File: src/rtl/colour_step_ctrl_if.sv
// colour_step_ctrl_if: control, seek handshake and colour feedback bundle between
// board control, colour_step_ctrl and the colour counter.
interface colour_step_ctrl_if #(
    parameter int DWELL_W = 8
);
    logic               en;
    logic [DWELL_W-1:0] dwell;
    logic               seek_valid;
    logic [2:0]         seek_colour;
    logic               seek_ready;
    logic               resume;
    logic [2:0]         colour;
    logic               button;
    logic               arrived;
    logic               seek_err;
    logic               fault;
    logic [1:0]         state;

    modport slave (
        input  en, dwell, seek_valid, seek_colour, resume, colour,
        output seek_ready, button, arrived, seek_err, fault, state
    );

    modport master (
        output en, dwell, seek_valid, seek_colour, resume, colour,
        input  seek_ready, button, arrived, seek_err, fault, state
    );
endinterface

File: src/rtl/colour_step_ctrl.sv
// colour_step_ctrl: drives the colour counter's button for dwell-paced free-run and seek-and-park.
// Optional COLOUR_CHECK_EN: an illegal colour feedback (0 or 7) raises the sticky fault.
module colour_step_ctrl #(
    parameter int DWELL_W = 8
) (
    input  logic              clk,
    input  logic              rst,
    colour_step_ctrl_if.slave bus
);
    typedef enum logic [1:0] {IDLE = 2'd0, RUN = 2'd1, SEEK = 2'd2, HOLD = 2'd3} state_t;

    state_t             r_state, w_state_n;
    logic [DWELL_W-1:0] r_cnt, w_cnt_n, w_dmax;
    logic [2:0]         r_steps, w_steps_n, r_target, w_target_n;
    logic               r_arrived, w_arrived_n, r_seek_err, w_seek_err_n, r_fault, w_fault_n;
    logic               w_colour_bad, w_accept, w_legal;

    assign w_dmax = (bus.dwell == '0) ? '0 : bus.dwell - 1'b1;
`ifdef COLOUR_CHECK_EN
    assign w_colour_bad = (bus.colour == 3'd0) || (bus.colour == 3'd7);
`else
    assign w_colour_bad = 1'b0;
`endif
    assign bus.seek_ready = bus.en & ~r_fault & (r_state != SEEK);
    assign w_accept       = bus.seek_valid & bus.seek_ready;
    assign w_legal        = (bus.seek_colour != 3'd0) && (bus.seek_colour != 3'd7);
    assign bus.button     = (r_state == RUN)  ? (r_cnt == w_dmax) :
                            (r_state == SEEK) ? (bus.colour != r_target) : 1'b0;
    assign bus.arrived    = r_arrived;
    assign bus.seek_err   = r_seek_err;
    assign bus.fault      = r_fault;
    assign bus.state      = r_state;

    always_ff @(posedge clk) begin
        if (rst) begin
            r_state    <= IDLE;
            r_cnt      <= '0;
            r_steps    <= '0;
            r_target   <= '0;
            r_arrived  <= 1'b0;
            r_seek_err <= 1'b0;
            r_fault    <= 1'b0;
        end else begin
            r_state    <= w_state_n;
            r_cnt      <= w_cnt_n;
            r_steps    <= w_steps_n;
            r_target   <= w_target_n;
            r_arrived  <= w_arrived_n;
            r_seek_err <= w_seek_err_n;
            r_fault    <= w_fault_n;
        end
    end

    // Priority: enable, fault, seek handshake, resume, then per-state progress.
    always_comb begin
        w_state_n    = r_state;
        w_cnt_n      = r_cnt;
        w_steps_n    = r_steps;
        w_target_n   = r_target;
        w_arrived_n  = 1'b0;
        w_seek_err_n = 1'b0;
        w_fault_n    = r_fault | w_colour_bad;
        if (!bus.en) begin
            w_state_n = IDLE;
            w_cnt_n   = '0;
            w_steps_n = '0;
        end else if (w_fault_n) begin
            w_state_n = IDLE;
            w_cnt_n   = '0;
        end else if (w_accept) begin
            if (w_legal) begin
                w_state_n  = SEEK;
                w_target_n = bus.seek_colour;
                w_steps_n  = '0;
            end else begin
                w_seek_err_n = 1'b1;
            end
        end else if (r_state == HOLD && bus.resume) begin
            w_state_n = RUN;
            w_cnt_n   = '0;
        end else begin
            case (r_state)
                IDLE: begin
                    w_state_n = RUN;
                    w_cnt_n   = '0;
                end
                // A dwell shrunk below the running count restarts the period without a pulse.
                RUN: w_cnt_n = (r_cnt >= w_dmax) ? '0 : r_cnt + 1'b1;
                SEEK: begin
                    if (!bus.button) begin
                        w_arrived_n = 1'b1;
                        w_state_n   = HOLD;
                    end else begin
                        w_steps_n = r_steps + 3'd1;
                        if (r_steps == 3'd6) begin
                            w_fault_n = 1'b1;
                            w_state_n = IDLE;
                        end
                    end
                end
                default: w_state_n = r_state;
            endcase
        end
    end
endmodule

File: src/flat_wrapper.sv
// flat-port wrapper written by rule: the top's interface ports become plain ports
module colour_step_ctrl_flat 
#(
    parameter int DWELL_W = 8
)
  (clk, rst, bus_en, bus_dwell, bus_seek_valid, bus_seek_colour, bus_resume, bus_colour, bus_seek_ready, bus_button, bus_arrived, bus_seek_err, bus_fault, bus_state);
  colour_step_ctrl_if #(.DWELL_W(DWELL_W)) bus_i ();
  input  logic clk;
  input  logic rst;
  input wire logic [$bits(bus_i.en)-1:0] bus_en;
  input wire logic [$bits(bus_i.dwell)-1:0] bus_dwell;
  input wire logic [$bits(bus_i.seek_valid)-1:0] bus_seek_valid;
  input wire logic [$bits(bus_i.seek_colour)-1:0] bus_seek_colour;
  input wire logic [$bits(bus_i.resume)-1:0] bus_resume;
  input wire logic [$bits(bus_i.colour)-1:0] bus_colour;
  output wire logic [$bits(bus_i.seek_ready)-1:0] bus_seek_ready;
  output wire logic [$bits(bus_i.button)-1:0] bus_button;
  output wire logic [$bits(bus_i.arrived)-1:0] bus_arrived;
  output wire logic [$bits(bus_i.seek_err)-1:0] bus_seek_err;
  output wire logic [$bits(bus_i.fault)-1:0] bus_fault;
  output wire logic [$bits(bus_i.state)-1:0] bus_state;
  assign bus_i.en = bus_en;
  assign bus_i.dwell = bus_dwell;
  assign bus_i.seek_valid = bus_seek_valid;
  assign bus_i.seek_colour = bus_seek_colour;
  assign bus_i.resume = bus_resume;
  assign bus_i.colour = bus_colour;
  assign bus_seek_ready = bus_i.seek_ready;
  assign bus_button = bus_i.button;
  assign bus_arrived = bus_i.arrived;
  assign bus_seek_err = bus_i.seek_err;
  assign bus_fault = bus_i.fault;
  assign bus_state = bus_i.state;
  colour_step_ctrl #(.DWELL_W(DWELL_W)) u_core (.clk(clk), .rst(rst), .bus(bus_i));
endmodule
File: config.mk
export PLATFORM = sky130hd
export DESIGN_NAME = colour_step_ctrl_flat
export DESIGN_NICKNAME = d
export VERILOG_FILES = /design/src/rtl/colour_step_ctrl_if.sv /design/src/rtl/colour_step_ctrl.sv /design/src/flat_wrapper.sv
export SDC_FILE = /design/constraint.sdc
export NUM_CORES = 1
export LEC_CHECK = 0
export ABC_AREA = 1
export CELL_PAD_IN_SITES_DETAIL_PLACEMENT = 1
export CELL_PAD_IN_SITES_GLOBAL_PLACEMENT = 2
export CORE_MARGIN = 10
export CORE_UTILIZATION = 31
export CTS_BUF_LIST = sky130_fd_sc_hd__clkbuf_4
export CTS_CLUSTER_DIAMETER = 40
export CTS_CLUSTER_SIZE = 8
export DETAILED_ROUTE_END_ITERATION = 8
export HOLD_SLACK_MARGIN = 0.1
export PLACE_DENSITY_LB_ADDON = 0.08
export SLEW_MARGIN = 20
export SYNTH_ARGS = -nofsm -noshare
export SYNTH_HDL_FRONTEND = slang
export SYNTH_SLANG_ARGS = --single-unit
File: constraint.sdc
create_clock -name clk -period 6.5 [get_ports clk]
set_input_delay 1.3 -clock clk [delete_from_list [all_inputs] [get_ports clk]]
set_output_delay 1.3 -clock clk [all_outputs]
set_load 0.01 [all_outputs]
==> results.yml <==
finish:
  layout.cells.non_filler: 296
  fillers: 590
  diodes: 0
  area_growth_syn_to_layout_pct: 24.6
  layout.nets: 276
  seqCellArea_um2: 380
  utilization_pct: 39.9
  layout-drive-gt1-share_pct: 9.02
  multiInputGateArea_um2: 892
route:
  drt_iter0_drc: 40
  drc: 0
  vias: 1397
  wire_per_inst_um: 12.3
  wirelength_um: 3630
  vias_per_cell: 4.72
  drt-pass1-iter-count: 4
  ant_nets: 0
cts:
  cts_htree_levels: 1
  clk_path_buf_depth: 2
  clkTransAtPathRegs_ns: 0.13
  cts_root_buf: "clkbuf_4"
  insertion_delay_ns: 0.31
  postCtsSetupBuffers: 0
  post_cts_resized: 0
  numCtsBuffers: 3
  cts_sinks: 19
  ctsHoldBuffers: 0
  cts_tree: "done"
global_routing:
  grt_usage_pct: 9.96
  grt_pass1_wl_um: 6200
  grt_overflow: 0
  grt_max_degree: 12
  grt_antenna_before_repair: 0
  use_met3_pct: 3.65
  grt_pass1_vias: 1381
  use_met2_pct: 18.0
  grtUsageMet1_pct: 10.6
  top_usage_layer: "met2"
pwr:
  leakagePower_nw: 0.812
  powerDensity_nw_per_um2: 144
  ir_drop_v: 0.0000702
  finalPower_uw: 250
place:
  dpl.cell_count: 292
  globalplace.congestion: 0.719
  portBuffers: 25
  dp_hpwl_um: 3100
worst_setup_path:
  worstSetupEndpointType: "primary output"
  crit_type: "in2out"
  cp.arrival_ns: 3.88
  slowest_delay_ns: 0.55
  crit_family: "buffers and inverters"
  path_max_fanout: 4
  path_common_cell: "nand2_1"
  crit_chain: "clkdlybuf4s50_1, inv_1, ha_1, nand2_1, inv_1, nand2_1, nor3_1, inv_1, nand2_1, ha_1, nand2_1, nor2_1, nand2_1, inv_1, nand2_1, nand2_1, clkdlybuf4s50_1"
  worst-path-buf-inv: 6
  critical_path_required_ns: 5.20
  slowest_stage: "clkdlybuf4s50_1"
  cp-start-kind: "input pin"
synthesis:
  synth_ff_type: "dfxtp_1"
  yosysWarnings: 0
  synth_area_um2: 1400
  yosys_register_bits: 19
  ys_types: 24
  synth_top_area_share_pct: 27.2
  synth_most_common_cell: "nand2_1"
  postSynthAreaPerCell_um2: 6.49
  synthTopCellsByCount: "nand2_1, nor2_1, inv_1"
  synth_cells: 215
  syn_nets: 246
  synthTopCellsByArea: "dfxtp_1, nand2_1, ha_1"
  synth_seq_area_share_pct: 27.2
  yosys.area.top_type: "dfxtp_1"
  async_flop_share_pct: 0
  synth_edf_count: 0
sta:
  final_hold_viol_count: 0
  timing.final.crit_period_ns: 5.18
  tightestPinTransition_ns: 0.451
  setup_viol: 0
  max_freq_ghz: 0.193
  rsz0062_at_grt: "no"
  fin_tns_setup_ns: 0
  finalCritPeriodShare_pct: 79.8
  slew_viol_final: 0
  slew-limit-headroom_pct: 69.8
  fin_worst_skew_ns: 0.0161
die:
  dieArea_um2: 7590
  io_pins: 26
  die_w_um: 87.1
  die_y_um: 87.1
  coreArea_um2: 4350
  num_rows: 24
  initial_core_util_pct: 32.1
min_path:
  hold_class: "reg2reg"
status:
  status: "finished clean"
flow_run:
  cap_violations: 0
[worst reg2reg max path: cells and delay by family, from the launching register on]
| family | cells | cell delay, ns |
|---|---|---|
| DFF | 1 | 0.37 |
| buffers and inverters | 1 | 0.09 |
| and+or+nand+nor | 9 | 0.87 |
| adders and majority gates | 1 | 0.29 |
[final cells by class]
cell class,count,area share [%]
Multi-Input combinational cell,163,51.3
Sequential cell,19,21.9
Timing Repair Buffer,25,14.4
Inverter,33,7.12
Tap cell,52,3.74
Clock buffer,3,1.29
Clock inverter,1,0.288
[per-stage QoR]
stage                     cell area [um2]  hold WS (ns)  setup slack, ns
after floorplan                      1400         0.457             2.50
after global placement               1710         0.486             1.25
after detailed placement             1710         0.488             1.27
after CTS                            1740         0.506             1.25
after global routing                 1740         0.545            0.932
final                                1740         0.504             1.32
[where the power goes]
group	leakage [nW]	switching (mW)	internal [mW]	total, mW
combinational	0.640	0.0343	0.0295	0.0638
sequential	0.154	0.00276	0.119	0.122
clock	0.0177	0.0409	0.0230	0.0639
[path summary, 6_finish.rpt]
path / from / end / slack (ns) / cells after the start
max: bus_dwell[0] / bus_button / 1.32 / 17
max reg2reg: u_core.r_cnt[0]$_SDFFE_PP0P_ / u_core.r_cnt[5]$_SDFFE_PP0P_ / 4.83 / 11
min reg2reg: u_core.r_steps[2]$_SDFFE_PP0P_ / u_core.r_steps[2]$_SDFFE_PP0P_ / 0.50 / 2
min: u_core.r_steps[2]$_SDFFE_PP0P_ / u_core.r_steps[2]$_SDFFE_PP0P_ / 0.50 / 2
[registers in the layout, indices dropped and copies added, names as in the netlist]
register,flops
u_core.bus.arrived,1
u_core.bus.fault,1
u_core.bus.seek_err,1
u_core.bus.state,2
u_core.r_cnt,8
u_core.r_steps,3
u_core.r_target,3
[placed cells by master, fill, tap and decap left out, types with 4 or more instances in the layout]
master            n
dfxtp_1          19
nor2_1           33
ha_1             12
a21oi_1          11
inv_1            30
xnor2_1           4
clkdlybuf4s50_1  25
or2_2             5
nand3_1          14
nand4_1           5
nand2_1          55
o21ai_0           5
[layer usage]
metal	wire length, um	up-vias	share of wire, %
li1	-	748	-
met2	1850	19	51
met5	0	-	0
met3	227	5	6.3
met1	1510	625	42
met4	33	0	0.91
[logic make-up (layout without fill, tap and decap cells)]
| kind of cell | count (synthesis) | in the layout | synth area share (%) |
|---|---|---|---|
| and+or+nand+nor | 124 | 124 | 40.6 |
| buffers and inverters | 33 | 62 | 8.87 |
| AOI/OAI and AO/OA | 21 | 21 | 8.78 |
| DFF | 19 | 19 | 27.2 |
| xor gates and xnor gates | 6 | 6 | 3.76 |
| adders and majority gates | 12 | 12 | 10.8 |
Note: power is estimated with default switching activity, not from simulation.
